**src/rtl/sonic_pkg.sv**
```systemverilog
// Shared types and constants for the ultrasonic ranger.
package sonic_pkg;

  typedef enum logic [2:0] {
    IDLE,
    TRIG,
    WAIT_RISE,
    MEASURE,
    DONE
  } state_t;

  localparam int         US_PER_CM = 58;
  localparam logic [8:0] DIST_NONE = 9'h1FF;

  function automatic int ticks_per_us(input int clk_hz);
    return clk_hz / 1_000_000;
  endfunction

endpackage

```
**src/rtl/us_tick_gen.sv**
```systemverilog
// Free-running prescaler: one-cycle pulse per microsecond of system clock.
module us_tick_gen
  import sonic_pkg::*;
#(
  parameter int CLK_HZ = 100_000_000
) (
  input  logic clk,
  input  logic rst,
  output logic tick
);

  localparam int TPU = ticks_per_us(CLK_HZ);
  localparam int CW  = (TPU > 1) ? $clog2(TPU) : 1;
  localparam logic [CW-1:0] LAST = CW'(TPU - 1);

  logic [CW-1:0] cnt;

  // With a 1 MHz clock LAST is 0 and tick stays high every cycle.
  always_ff @(posedge clk or negedge rst) begin
    if (!rst) begin
      cnt  <= '0;
      tick <= 1'b0;
    end else begin
      tick <= (cnt == LAST);
      cnt  <= (cnt == LAST) ? '0 : cnt + 1'b1;
    end
  end

endmodule

```
**src/rtl/sonic_ranger.sv**
```systemverilog
// HC-SR04 front end: periodic trigger, echo timing in cm (58 us/cm counter,
// no divider), and a debounced, hysteretic obstacle flag.
module sonic_ranger
  import sonic_pkg::*;
#(
  parameter int CLK_HZ     = 100_000_000,
  parameter int TRIG_US    = 10,
  parameter int PERIOD_MS  = 60,
  parameter int TIMEOUT_US = 25_000,
  parameter int STOP_CM    = 20,
  parameter int RELEASE_CM = 25,
  parameter int STOP_HITS  = 2
) (
  input  logic       clk,
  input  logic       rst,
  input  logic       echo,
  output logic       trig,
  output logic [8:0] distance_cm,
  output logic       dist_valid,
  output logic       timeout,
  output logic       stop
);

  localparam int PERIOD_US = PERIOD_MS * 1000;
  localparam int FW   = $clog2(PERIOD_US);
  localparam int UMAX = (TIMEOUT_US > TRIG_US) ? TIMEOUT_US : TRIG_US;
  localparam int UW   = $clog2(UMAX);
  localparam int SW   = $clog2(US_PER_CM);
  localparam int HW   = $clog2(STOP_HITS + 1);

  localparam logic [FW-1:0] FRAME_LAST = FW'(PERIOD_US - 1);
  localparam logic [UW-1:0] TRIG_LAST  = UW'(TRIG_US - 1);
  localparam logic [UW-1:0] TO_LAST    = UW'(TIMEOUT_US - 1);
  localparam logic [SW-1:0] SUB_LAST   = SW'(US_PER_CM - 1);
  localparam logic [HW-1:0] HIT_MAX    = HW'(STOP_HITS);
  localparam logic [8:0]    STOP_D     = 9'(STOP_CM);
  localparam logic [8:0]    REL_D      = 9'(RELEASE_CM);

  if (PERIOD_US <= TRIG_US + 2 * TIMEOUT_US + 2) begin : g_cfg_err
    $error("sonic_ranger: PERIOD_MS too short for TRIG_US + 2*TIMEOUT_US");
  end

  logic tick;

  us_tick_gen #(.CLK_HZ(CLK_HZ)) u_tick (
    .clk  (clk),
    .rst  (rst),
    .tick (tick)
  );

  logic [1:0] esync;
  logic       eprev;
  logic       rise, fall;

  always_ff @(posedge clk or negedge rst) begin
    if (!rst) begin
      esync <= 2'b00;
      eprev <= 1'b0;
    end else begin
      esync <= {esync[0], echo};
      eprev <= esync[1];
    end
  end

  assign rise = esync[1] & ~eprev;
  assign fall = ~esync[1] & eprev;

  logic [FW-1:0] frame;
  logic          wrap;

  always_ff @(posedge clk or negedge rst) begin
    if (!rst)      frame <= '0;
    else if (tick) frame <= (frame == FRAME_LAST) ? '0 : frame + 1'b1;
  end

  assign wrap = tick && (frame == FRAME_LAST);

  state_t        state;
  logic [UW-1:0] us_cnt;
  logic [SW-1:0] sub;
  logic [8:0]    cm, cm_tick;
  logic          res_to;
  logic [HW-1:0] hit_cnt;

  // The tick landing on the echo fall still counts, so an exact multiple
  // of 58 us reads as the full centimetre.
  always_comb begin
    cm_tick = cm;
    if (tick && sub == SUB_LAST && cm != DIST_NONE) cm_tick = cm + 9'd1;
  end

  always_ff @(posedge clk or negedge rst) begin
    if (!rst) begin
      state       <= IDLE;
      trig        <= 1'b0;
      us_cnt      <= '0;
      sub         <= '0;
      cm          <= '0;
      res_to      <= 1'b0;
      hit_cnt     <= '0;
      distance_cm <= DIST_NONE;
      dist_valid  <= 1'b0;
      timeout     <= 1'b0;
      stop        <= 1'b0;
    end else begin
      dist_valid <= 1'b0;
      timeout    <= 1'b0;
      case (state)
        IDLE: if (wrap) begin
          state  <= TRIG;
          trig   <= 1'b1;
          us_cnt <= '0;
        end
        TRIG: if (tick) begin
          if (us_cnt == TRIG_LAST) begin
            trig   <= 1'b0;
            us_cnt <= '0;
            state  <= WAIT_RISE;
          end else begin
            us_cnt <= us_cnt + 1'b1;
          end
        end
        WAIT_RISE: begin
          if (rise) begin
            state  <= MEASURE;
            cm     <= '0;
            sub    <= '0;
            us_cnt <= '0;
          end else if (tick) begin
            if (us_cnt == TO_LAST) begin
              cm     <= DIST_NONE;
              res_to <= 1'b1;
              state  <= DONE;
            end else begin
              us_cnt <= us_cnt + 1'b1;
            end
          end
        end
        MEASURE: begin
          if (fall) begin
            cm     <= cm_tick;
            res_to <= 1'b0;
            state  <= DONE;
          end else if (tick) begin
            if (us_cnt == TO_LAST) begin
              cm     <= DIST_NONE;
              res_to <= 1'b1;
              state  <= DONE;
            end else begin
              us_cnt <= us_cnt + 1'b1;
              sub    <= (sub == SUB_LAST) ? '0 : sub + 1'b1;
              cm     <= cm_tick;
            end
          end
        end
        DONE: begin
          distance_cm <= cm;
          dist_valid  <= 1'b1;
          timeout     <= res_to;
          // Between STOP_CM and RELEASE_CM the flag holds: hysteresis band.
          if (cm < STOP_D) begin
            if (hit_cnt != HIT_MAX) hit_cnt <= hit_cnt + 1'b1;
            if (int'(hit_cnt) + 1 >= STOP_HITS) stop <= 1'b1;
          end else if (cm >= REL_D) begin
            hit_cnt <= '0;
            stop    <= 1'b0;
          end else begin
            hit_cnt <= '0;
          end
          state <= IDLE;
        end
        default: state <= IDLE;
      endcase
    end
  end

endmodule

```
**config.mk**
```make
export PLATFORM = sky130hd
export DESIGN_NAME = sonic_ranger
export DESIGN_NICKNAME = d
export VERILOG_FILES = /design/src/rtl/sonic_pkg.sv /design/src/rtl/us_tick_gen.sv /design/src/rtl/sonic_ranger.sv
export SDC_FILE = /design/constraint.sdc
export NUM_CORES = 1
export LEC_CHECK = 0
export ABC_CLOCK_PERIOD_IN_PS = 5900
export CORE_ASPECT_RATIO = 1.75
export CORE_UTILIZATION = 50
export DETAILED_ROUTE_END_ITERATION = 10
export PLACE_DENSITY = 0.67
export SLEW_MARGIN = 25
export SYNTH_ARGS = -nofsm -noshare
export SYNTH_HDL_FRONTEND = slang
export SYNTH_SLANG_ARGS = --single-unit
```
**constraint.sdc**
```tcl
create_clock -name clk -period 5.9 [get_ports clk]
set_clock_uncertainty 0.15 [all_clocks]
set_input_delay 1.475 -clock clk [delete_from_list [all_inputs] [get_ports clk]]
set_output_delay 1.475 -clock clk [all_outputs]
set_load 0.05 [all_outputs]
```
# [Word-level counts from Yosys, hierarchy flattened]
# Index checks and enable logic that the tools add are counted.
[word_totals] wordCells=118 n_memories=0 romBits=0 inputBits=3 mem_bits_rw=0 latch_bits=0 regBits=76 out_inout_bits=13
[op_classes] order_cmp=3 div=0 shift=0 n_mux=48 n_addsub=7 n_reduce_logical=16 eq_ne=24 bitwise_logic=4 multipliers=0
[op_table] operator="two-way mux 15 bit" count=7
[op_table] operator="two-way mux 9 bit" count=7
[op_table] operator="case mux 15 bit (4 select lines)" count=1
[op_table] operator="two-way mux 6 bit" count=5
[op_table] operator="two-way mux 3 bit" count=7
[op_table] operator="case mux 9 bit (2 select lines)" count=1
[op_table] operator="adder 16 x 1 -> 16 bit (second input constant)" count=1
[op_table] operator="== test 16 bit (second input constant)" count=1
[op_table] operator="two-way mux 16 bit" count=1
[op_table] operator="adder 15 x 1 -> 15 bit (second input constant)" count=1
[op_table] operator="== test 15 bit (second input constant)" count=1
[op_table] operator="== test 15 x 4 -> 1 bit (second input constant)" count=1
[op_table] operator="inequality test 2 bit (second input constant)" count=7
[op_table] operator="two-way mux 1 bit" count=12
[op_table] operator="case mux 3 bit (4 select lines)" count=1
[op_table] operator="case mux 6 bit (2 select lines)" count=1
[op_table] operator="AND reduction 4 bit" count=3
[op_table] operator="adder 9 x 1 -> 9 bit (second input constant)" count=1
[op_table] operator=">= comparator 9 x 5 -> 1 bit (second input constant)" count=1
[op_table] operator="less-than comparator 9 x 5 -> 1 bit (second input constant)" count=1
[op_table] operator="inequality test 9 bit (second input constant)" count=1
[op_table] operator="inequality test 2 x 1 -> 1 bit (second input constant)" count=4
[op_table] operator="adder 7 x 1 -> 7 bit (second input constant)" count=1
[op_table] operator="== test 7 bit (second input constant)" count=1
[op_table] operator="22 further kinds" count=34

# [Longest topological paths before layout]
# Gate-level depths: netlist (run 1).
[depth] word_depth=8 mapped_depth=12 depth_no_buf=10

# [Cells and area by module]
# From an unflattened synthesis (run 1), not the netlist that was laid out.
[hier_totals] cells_unflattened=417 hier_area_um2=4142.7
[modules_own_cells] module="sonic_ranger" n_inst=1 seq_area_each_um2=1712.9 cells_each=388 area_each_um2=3781.1
[modules_own_cells] module="us_tick_gen" n_inst=1 seq_area_each_um2=200.2 cells_each=29 area_each_um2=361.6

# [Least setup slack after synthesis (run 1)]
# OpenSTA, ideal clock, no wires.
[synth_timing] path_type="register -> output" startpoint="register distance_cm[0]" endpoint="output port distance_cm[0]" path_slack_ns=3.612 t_required_ns=4.275 n_path_buf=0 path_stages_with_launch=1 arrival_time_ns=0.663 cell_sequence="dfstp_2"
[synth_rtl] element="start: declaration" line_no="sonic_ranger.sv:18" rtl="output logic [8:0] distance_cm,"
[synth_rtl] element="start signal: assignment" line_no="sonic_ranger.sv:157" rtl="distance_cm <= cm;"
# No word-level cell between the ends.

# [Worst setup path in the final report (run 1)]
[layout_timing] startpoint="register distance_cm[8]" endpoint="output port distance_cm[8]"
# No word-level cell between the ends.

==> run_results.csv, run 1 <==
group,metric,value,unit
run_status,outcome,"complete, no violations",
power,power_leakage,0.00194,uW
yosys,ys_seq_elements,76,
power,peakVddDrop,0.139,mV
cells_and_area,n_antenna_cell,0,
floorplan,rows,44,
yosys,async_flop_share,100,%
yosys,synth_warnings,0,
timing,rsz0062_at_grt,"false",
yosys,synth_top_cell_by_area,"dfrtp_1",
yosys,synth.distinct_cells,64,
power,p_sw_share,21.3,%
cts,clockBufferDepth,2,
cts,clk-insertion-delay-late,0.33,ns
route,drcViolationCount,0,
timing,hold_viol_final,0,
yosys,synth_cells,448,
route,avgViaCountPerCell,6.09,
placement,gp_congestion,0.908,
grt,grt_pass1_wl,15.7,mm
route,drt-total-wl,9.17,mm
timing,relSlewSlack,42.8,%
route,via_count,3494,
setup_path,required,4.28,ns
cts,clock_sinks,76,
power,comb_power_share,1.7,%
route,antenna_left,0,
cts,cts_htree_levels,3,
setup_path,crit_path_end_kind,"output pin",
setup_path,cpPeakStageDelay,0.79,ns
yosys,seq_area_frac_synth,44.8,%
cts,cts-root-buf,"clkbuf_16",
worst_hold_path,hold_path_startpoint,"esync[0]",
grt,antenna_found_initial,0,
cells_and_area,utilization,57.0,%
cts,cts_setup_buffers,0,
power,internal_power,823,uW
timing,hold_ws,0.196,ns
floorplan,fp.dieH,124,um
yosys,syn_area,4270,um2
yosys,synth_common_cells,"67 x dfrtp_1, 43 x nand2_1, 36 x nor2_1, 28 x a21oi_1, 23 x nand3_1",
cells_and_area,nNetsFinal,468,
placement,port_buffers,15,
setup_path,worstPathCellList,"clkdlybuf4s50_1",
setup_path,worstSetupPathType,"reg2out",
timing,finalWorstPathRequiredPeriod,3.28,ns
grt,track_usage,22.0,%
setup_path,critical_path_buf_inv_count,1,
floorplan,fp.dieW,71.9,um
setup_path,critPathMaxFanout,2,
worst_hold_path,hp-class,"reg2reg",
cells_and_area,seq_area,1910,um2
cts,cts_resized,0,
yosys,synthesis.nets,462,
yosys,synth_area_leaders,"dfrtp_1 39%, dfstp_2 5.5%, nand2_1 3.8%",
floorplan,die-area,8930,um2
setup_path,arrival,1.65,ns
setup_path,crit_slowest_cell,"clkdlybuf4s50_1",
timing,finalSetupViolCount,0,
setup_path,critPathTopFamily,"buffers and inverters",
timing,tightest_slew,0.858,ns
route,drt-initial-drc-count,242,
cells_and_area,drive_gt1_share,10.0,%
yosys,synth-main-ff-cell,"dfrtp_1",
timing,finalCritPeriodShare,55.5,%
flow_run,maxCapViolCount,0,
yosys,yosysMostFrequentCell,"dfrtp_1",
cts,cts_hold_buf,0,
power,clockPowerShare,48.2,%
yosys,synth.top_cell.area_share,39.2,%
cts,cts_tree,"yes",
cells_and_area,multi_input_area,2180,um2
timing,final-max-slew-violation-count,0,
cells_and_area,area_growth_syn_to_layout,11.0,%
grt,grt_max_degree,77,
power,p_per_area,221,nW/um2
cts,cts_made_buffers,9,
placement,dp_hpwl,6.64,mm
power,p_seq_share,50.1,%
floorplan,initial_core_util,51.4,%
setup_path,start_kind,"flip-flop",
setup_path,reg2reg_from,"u_tick.tick",
route,drtPass1Iterations,4,
yosys,synth-edff-count,0,
timing,tns,0,ns
grt,grt_pass1_vias,3466,
floorplan,coreArea,8310,um2
route,drt-wirelength-per-cell,16.0,um
cts,path_clk_slew,0.06,ns
cells_and_area,fill_cells,757,
yosys,postSynthAreaPerCell,9.54,um2
power,p_sw,223,uW
grt,overflow,0,
floorplan,ios,16,
setup_path,crit_path_start,"distance_cm[8]",
timing,max_freq,305,MHz
[through the flow]
step	power (uW)	std cells	cell area [um2]	setup WS [ns]
detailed placement	552	558	4460	2.97
finish	1050	574	4740	2.62
floorplan	539	448	4270	3.61
global placement	552	558	4460	2.98
global route	1090	574	4740	2.58
CTS	1060	574	4740	2.61
[sequential cells by signal (all words and copies together) (netlist names), 2 cells and up]
signal / cells
u_tick.cnt: 7
distance_cm: 9
state: 3
frame: 16
cm: 9
sub: 6
esync: 2
hit_cnt: 2
us_cnt: 15
[kinds of logic (layout without fill, tap and decap cells)]
logic type / Yosys count / count (layout) / synth area share (%)
DFF: 76 / 76 / 44.8
muxes: 7 / 7 / 1.76
xor gates and xnor gates: 17 / 17 / 3.48
AOI/OAI and AO/OA: 116 / 116 / 18.7
and+or+nand+nor: 183 / 183 / 24.0
buffers and inverters: 38 / 49 / 4.10
adders and majority gates: 11 / 11 / 3.22
[routing by layer]
| metal | global-route usage, % | share of wire (%) |
|---|---|---|
| met1 | 24.2 | 40 |
| met2 | 39.2 | 54 |
| met3 | 3.80 | 2.7 |
| met4 | 11.8 | 2.8 |
| met5 | 0 | 0 |
[placed cells by master (no fill, tap or decap), types with 7 or more instances in the layout]
| master | Yosys | layout |
|---|---|---|
| o21ai_0 | 18 | 18 |
| ha_1 | 11 | 11 |
| inv_1 | 18 | 18 |
| xor2_1 | 9 | 9 |
| xnor2_1 | 8 | 8 |
| a21oi_1 | 28 | 28 |
| nor3_1 | 9 | 9 |
| and3_1 | 7 | 7 |
| nand4_1 | 16 | 16 |
| nand3_1 | 23 | 23 |
| a41oi_1 | 8 | 8 |
| a31oi_1 | 17 | 17 |
| clkbuf_16 | 0 | 9 |
| dfrtp_1 | 67 | 67 |
| dfstp_2 | 9 | 9 |
| nand2_1 | 43 | 43 |
| clkdlybuf4s50_1 | 0 | 14 |
| nor2_1 | 36 | 36 |
| o22a_1 | 9 | 9 |
[layout make-up]
cell class,instances,area share (%)
clock buffer,11,5.12
sequential,76,40.4
clock inverter,5,0.792
tap,115,3.04
multi-input combinational,334,46.1
inverter,18,1.43
timing repair buffer,15,3.19
[path summary, 6_finish.rpt]
kind                             endpoint  slack, ns  cells past startpoint
setup / recovery           distance_cm[8]       2.62                      1
hold / removal                   esync[1]       0.20                      0
setup reg to reg                us_cnt[1]       3.14                      5
hold reg to reg                  esync[1]       0.20                      0
max in group asynchronous        state[1]       4.13                      1
min in group asynchronous           cm[2]       1.00                      1
[power by group through the flow]
stage | Clock [uW] | Sequential, uW | Combinational, uW
floorplan | 0 | 533 | 6.04
global placement | 0 | 533 | 18.7
detailed placement | 0 | 533 | 18.9
CTS | 519 | 524 | 18.9
global route | 542 | 524 | 21.4
finish | 505 | 524 | 18.2
Power figures use the tool's default switching activity.
==> inputs of run 2 (changes only) <==
ABC_CLOCK_PERIOD_IN_PS = 3250   (was 5900)
clock period = 3.25 ns   (was 5.9 ns; I/O delays follow)
==> run 2 against run 1 <==
Register-to-register slack got worse by 2.4 ns. Clock power is 110% higher. First-iteration DRC count is 7.4% higher. Final area grew 1.2%. Clock-buffer cell count grew 1. Combinational power grew 82%. Power is 98% higher. Non-clock buffer count is 1 higher. Sequential share of layout area is 0.47 points lower. Worst hold slack gained 0.0089 ns. Final cell count up 0.17%. Via count grew 0.43%. Critical path type unchanged. Largest power group is now the clock network.
==> run_results.csv, run 2 (synthesis results as in run 1) <==
group,metric,value,unit
run_status,outcome,"complete, no violations",
power,clockPowerShare,52.4,%
power,p_sw_share,19.3,%
setup_path,critical_path_buf_inv_count,1,
cells_and_area,n_antenna_cell,0,
cts,clockBufferDepth,2,
cts,cts_htree_levels,3,
cts,clock_sinks,76,
route,antenna_left,0,
grt,grt_pass1_vias,3508,
route,avgViaCountPerCell,6.10,
floorplan,initial_core_util,51.4,%
setup_path,worstPathCellList,"clkdlybuf4s50_1",
setup_path,reg2reg_from,"us_cnt[0]",
worst_hold_path,hp-class,"reg2reg",
setup_path,cpPeakStageDelay,0.79,ns
timing,tns,0,ns
power,p_per_area,431,nW/um2
cts,cts_made_buffers,9,
floorplan,coreArea,8310,um2
cells_and_area,drive_gt1_share,10.2,%
timing,hold_viol_final,0,
setup_path,crit_slowest_cell,"clkdlybuf4s50_1",
cts,cts_hold_buf,0,
power,power_leakage,0.00198,uW
grt,track_usage,22.5,%
cells_and_area,area_growth_syn_to_layout,12.3,%
power,comb_power_share,1.6,%
floorplan,ios,16,
placement,gp_congestion,0.911,
timing,finalWorstPathRequiredPeriod,2.62,ns
grt,overflow,0,
timing,final-max-slew-violation-count,0,
grt,grt_max_degree,77,
route,drtPass1Iterations,5,
cells_and_area,nNetsFinal,469,
cts,cts_resized,0,
power,p_seq_share,46.0,%
floorplan,fp.dieH,124,um
setup_path,critPathTopFamily,"buffers and inverters",
power,internal_power,1670,uW
cells_and_area,largest_reg_flops,16,
flow_run,maxCapViolCount,0,
power,p_sw,398,uW
setup_path,arrival,1.66,ns
cells_and_area,final_common_cell,"dfrtp_1",
grt,grt_pass1_wl,15.9,mm
cts,clk-insertion-delay-late,0.34,ns
timing,setup_slack,0.628,ns
timing,finalSetupViolCount,0,
route,drt-wirelength-per-cell,16.0,um
setup_path,critPathMaxFanout,2,
route,drcViolationCount,0,
floorplan,die-area,8930,um2
cts,cts_tree,"yes",
setup_path,crit_path_start,"distance_cm[0]",
cells_and_area,largestRegisters,"frame: 16 flops, us_cnt: 15 flops",
setup_path,worstSetupPathType,"reg2out",
cts,path_clk_slew,0.06,ns
worst_hold_path,hold_path_startpoint,"esync[0]",
placement,dp_hpwl,6.53,mm
cts,cts_setup_buffers,0,
timing,rsz0062_at_grt,"false",
setup_path,required,2.29,ns
cells_and_area,top_register,"frame",
cts,cts-root-buf,"clkbuf_16",
setup_path,r2r_slack,0.78,ns
grt,antenna_found_initial,0,
timing,tightest_slew,0.689,ns
power,peakVddDrop,0.291,mV
placement,pre_cts_ws,0.775,ns
setup_path,start_kind,"flip-flop",
timing,finalCritPeriodShare,80.7,%
placement,port_buffers,15,
route,drt-initial-drc-count,260,
cells_and_area,final_cell_mix,"67 x dfrtp_1, 43 x nand2_1, 36 x nor2_1, 28 x a21oi_1, 23 x nand3_1",
timing,relSlewSlack,53.9,%
route,drt-total-wl,9.19,mm
floorplan,rows,44,
route,via_count,3509,
setup_path,crit_path_end_kind,"output pin",
floorplan,fp.dieW,71.9,um
timing,max_freq,381,MHz
-- run 2: final timing paths --
path / depth (start not counted) / to
worst max register to register: 6 / cm[1]
min in group asynchronous: 1 / cm[2]
max in group asynchronous: 1 / u_tick.tick
worst min-delay path: 0 / esync[1]
worst max-delay path: 1 / distance_cm[0]
worst min register to register: 0 / esync[1]
-- run 2: routing by layer --
metal	GRT usage, %	vias to the layer above	share of wire, %
li1	-	1688	-
met4	13.8	0	2.9
met2	40.2	87	54
met1	24.5	1710	40
met3	2.83	24	3.1
met5	0	-	0
-- run 2: stage by stage --
| step | area, um2 | power (uW) | utilization [%] | cells | hold WS [ns] |
|---|---|---|---|---|---|
| 2_1_floorplan | 4270 | 978 | - | 448 | 0.181 |
| 3_3_place_gp | 4460 | 1000 | 53.7 | 559 | 0.200 |
| 3_5_place_dp | 4460 | 1000 | 53.7 | 559 | 0.196 |
| 4_1_cts | 4790 | 2100 | 57.7 | 575 | 0.208 |
| 5_1_grt | 4800 | 2140 | 57.7 | 575 | 0.210 |
| 6_report | 4800 | 2070 | 57.7 | 575 | 0.205 |
-- run 2: power by group through the flow --
stage	Clock, uW	Combinational, uW	Sequential, uW
4_1_cts	1110	34.6	951
6_report	1080	33.1	951
5_1_grt	1150	39.0	950
2_1_floorplan	0	11.0	967
3_5_place_dp	0	34.4	967
3_3_place_gp	0	34.2	967
-- run 2: area by class of cell --
cell class                      instances  area (um2)
Clock buffer                           12         256
Timing Repair Buffer                   16         159
Clock inverter                          4        72.6
Sequential cell                        76        1910
Inverter                               18        67.6
Tap cell                              115         144
Multi-Input combinational cell        334        2180
Fill cell                             757        3520
==> inputs of run 3 (changes only) <==
ABC_CLOCK_PERIOD_IN_PS = 2710   (was 3250)
clock period = 2.71 ns   (was 3.25 ns; I/O delays follow)
==> run 3 against run 2 <==
Worst setup slack worse by 0.41 ns. Via count grew 0.94%. Clock power about the same. First-iteration DRC count increased by 43%. Non-clock buffer count grew 6. Final cell count grew 1.0%. Power is 9.6% higher. Clock-buffer cell count fell by 2. Register-to-register slack got worse by 0.49 ns. Critical endpoint is now distance_cm[8].
==> run_results.csv, run 3 (synthesis results as in run 1) <==
group,metric,value,unit
run_status,outcome,"complete, no violations",
worst_hold_path,hp-class,"in2async",
floorplan,fp.dieH,124,um
cells_and_area,seq_area,1910,um2
setup_path,crit_slowest_cell,"clkdlybuf4s50_1",
cells_and_area,largest_reg_flops,16,
floorplan,fp.dieW,71.9,um
route,drtPass1Iterations,6,
power,p_sw_share,21.9,%
cells_and_area,fill_cells,734,
cts,clockBufferDepth,2,
cts,cts_tree,"yes",
cells_and_area,area_growth_syn_to_layout,12.2,%
cells_and_area,multi_input_area,2180,um2
floorplan,coreArea,8310,um2
cells_and_area,final_cell_mix,"67 x dfrtp_1, 43 x nand2_1, 36 x nor2_1, 28 x a21oi_1, 23 x nand3_1",
timing,finalCritPeriodShare,91.9,%
power,internal_power,1770,uW
cts,cts_resized,0,
power,power_leakage,0.00198,uW
power,p_seq_share,50.4,%
setup_path,reg2reg_from,"us_cnt[0]",
setup_path,worstSetupPathType,"reg2out",
placement,gp_congestion,0.874,
flow_run,maxCapViolCount,0,
route,drt-total-wl,9.27,mm
placement,dp_hpwl,6.77,mm
timing,finalWorstPathRequiredPeriod,2.49,ns
cts,clock_sinks,76,
timing,rsz0062_at_grt,"false",
route,via_count,3542,
setup_path,crit_path_end_kind,"output pin",
setup_path,cpPeakStageDelay,0.79,ns
grt,grt_pass1_vias,3483,
cells_and_area,nNetsFinal,475,
placement,port_buffers,15,
setup_path,start_kind,"flip-flop",
floorplan,die-area,8930,um2
route,antenna_left,0,
grt,use_met2,39.5,%
cts,clk-insertion-delay-late,0.33,ns
grt,grt_max_degree,40,
setup_path,critPathTopFamily,"buffers and inverters",
cts,path_clk_slew,0.06,ns
setup_path,required,1.88,ns
grt,grt_pass1_wl,16.0,mm
cells_and_area,postLayoutCellArea,4790,um2
setup_path,critical_path_buf_inv_count,1,
cells_and_area,top_register,"frame",
setup_path,r2r_slack,0.29,ns
timing,hold_viol_final,0,
grt,met1_usage,25.8,%
placement,placed_cell_area,4520,um2
cells_and_area,drive_gt1_share,11.4,%
timing,finalSetupViolCount,0,
floorplan,ios,16,
power,clockPowerShare,47.7,%
grt,antenna_found_initial,0,
route,drt-initial-drc-count,372,
setup_path,worstRegToRegCells,6,
power,comb_power_share,1.9,%
route,drcViolationCount,0,
floorplan,initial_core_util,51.4,%
grt,gr-usage-met3,3.96,%
timing,final-max-slew-violation-count,0,
route,drt-wirelength-per-cell,16.0,um
setup_path,arrival,1.66,ns
cts,cts_setup_buffers,0,
grt,grt.busiest_layer,"met2",
timing,max_freq,402,MHz
floorplan,rows,44,
route,avgViaCountPerCell,6.10,
cells_and_area,utilization,57.7,%
grt,track_usage,22.5,%
cells_and_area,n_antenna_cell,0,
cells_and_area,final_common_cell,"dfrtp_1",
cts,cts_htree_levels,3,
timing,tightest_slew,0.654,ns
power,p_sw,497,uW
setup_path,worstPathCellList,"clkdlybuf4s50_1",
setup_path,r2r_end,"cm[1]",
grt,overflow,0,
setup_path,critPathMaxFanout,2,
cts,cts-root-buf,"clkbuf_16",
timing,tns,0,ns
cts,cts_made_buffers,9,
power,p_per_area,472,nW/um2
cts,cts_hold_buf,0,
timing,relSlewSlack,56.3,%
cells_and_area,largestRegisters,"frame: 16 flops, us_cnt: 15 flops",
power,peakVddDrop,0.401,mV
-- run 3: metrics by stage --
stage	cells	power, uW	hold WS (ns)	setup WS, ns
final	581	2260	0.168	0.220
after global placement	565	1210	0.187	0.382
after CTS	581	2300	0.182	0.208
after detailed placement	565	1210	0.192	0.324
after global routing	581	2340	0.200	0.0828
after floorplan	448	1170	0.181	0.423
-- run 3: final cells by class --
type,instances,area share [%]
flip-flops and latches,76,39.9
inverters,18,1.41
well taps,115,3.00
repair buffers,22,4.44
clock inverters,6,0.887
clock buffers,10,4.78
multi-input cells,334,45.6
-- run 3: worst max path at each step --
stage	cells past startpoint	end	startpoint
floorplan	11	cm[3]	cm[2]
global placement	6	cm[1]	us_cnt[0]
detailed placement	6	cm[1]	us_cnt[0]
CTS	1	distance_cm[8]	distance_cm[8]
global route	10	cm[3]	cm[2]
finish	1	distance_cm[8]	distance_cm[8]
-- run 3: routing by layer --
layer | up-vias | part of all wire, %
met3 | 21 | 3.4
met1 | 1728 | 41
li1 | 1694 | -
met5 | - | 0
met4 | 0 | 2.5
met2 | 99 | 54
-- run 3: power groups by stage --
stage                     clock network (uW)  registers [uW]  logic (uW)
after floorplan                            0            1160        13.2
after global placement                     0            1160        45.1
after detailed placement                   0            1160        45.4
after CTS                               1110            1140        45.6
after global routing                    1150            1140        50.3
final                                   1080            1140        43.4
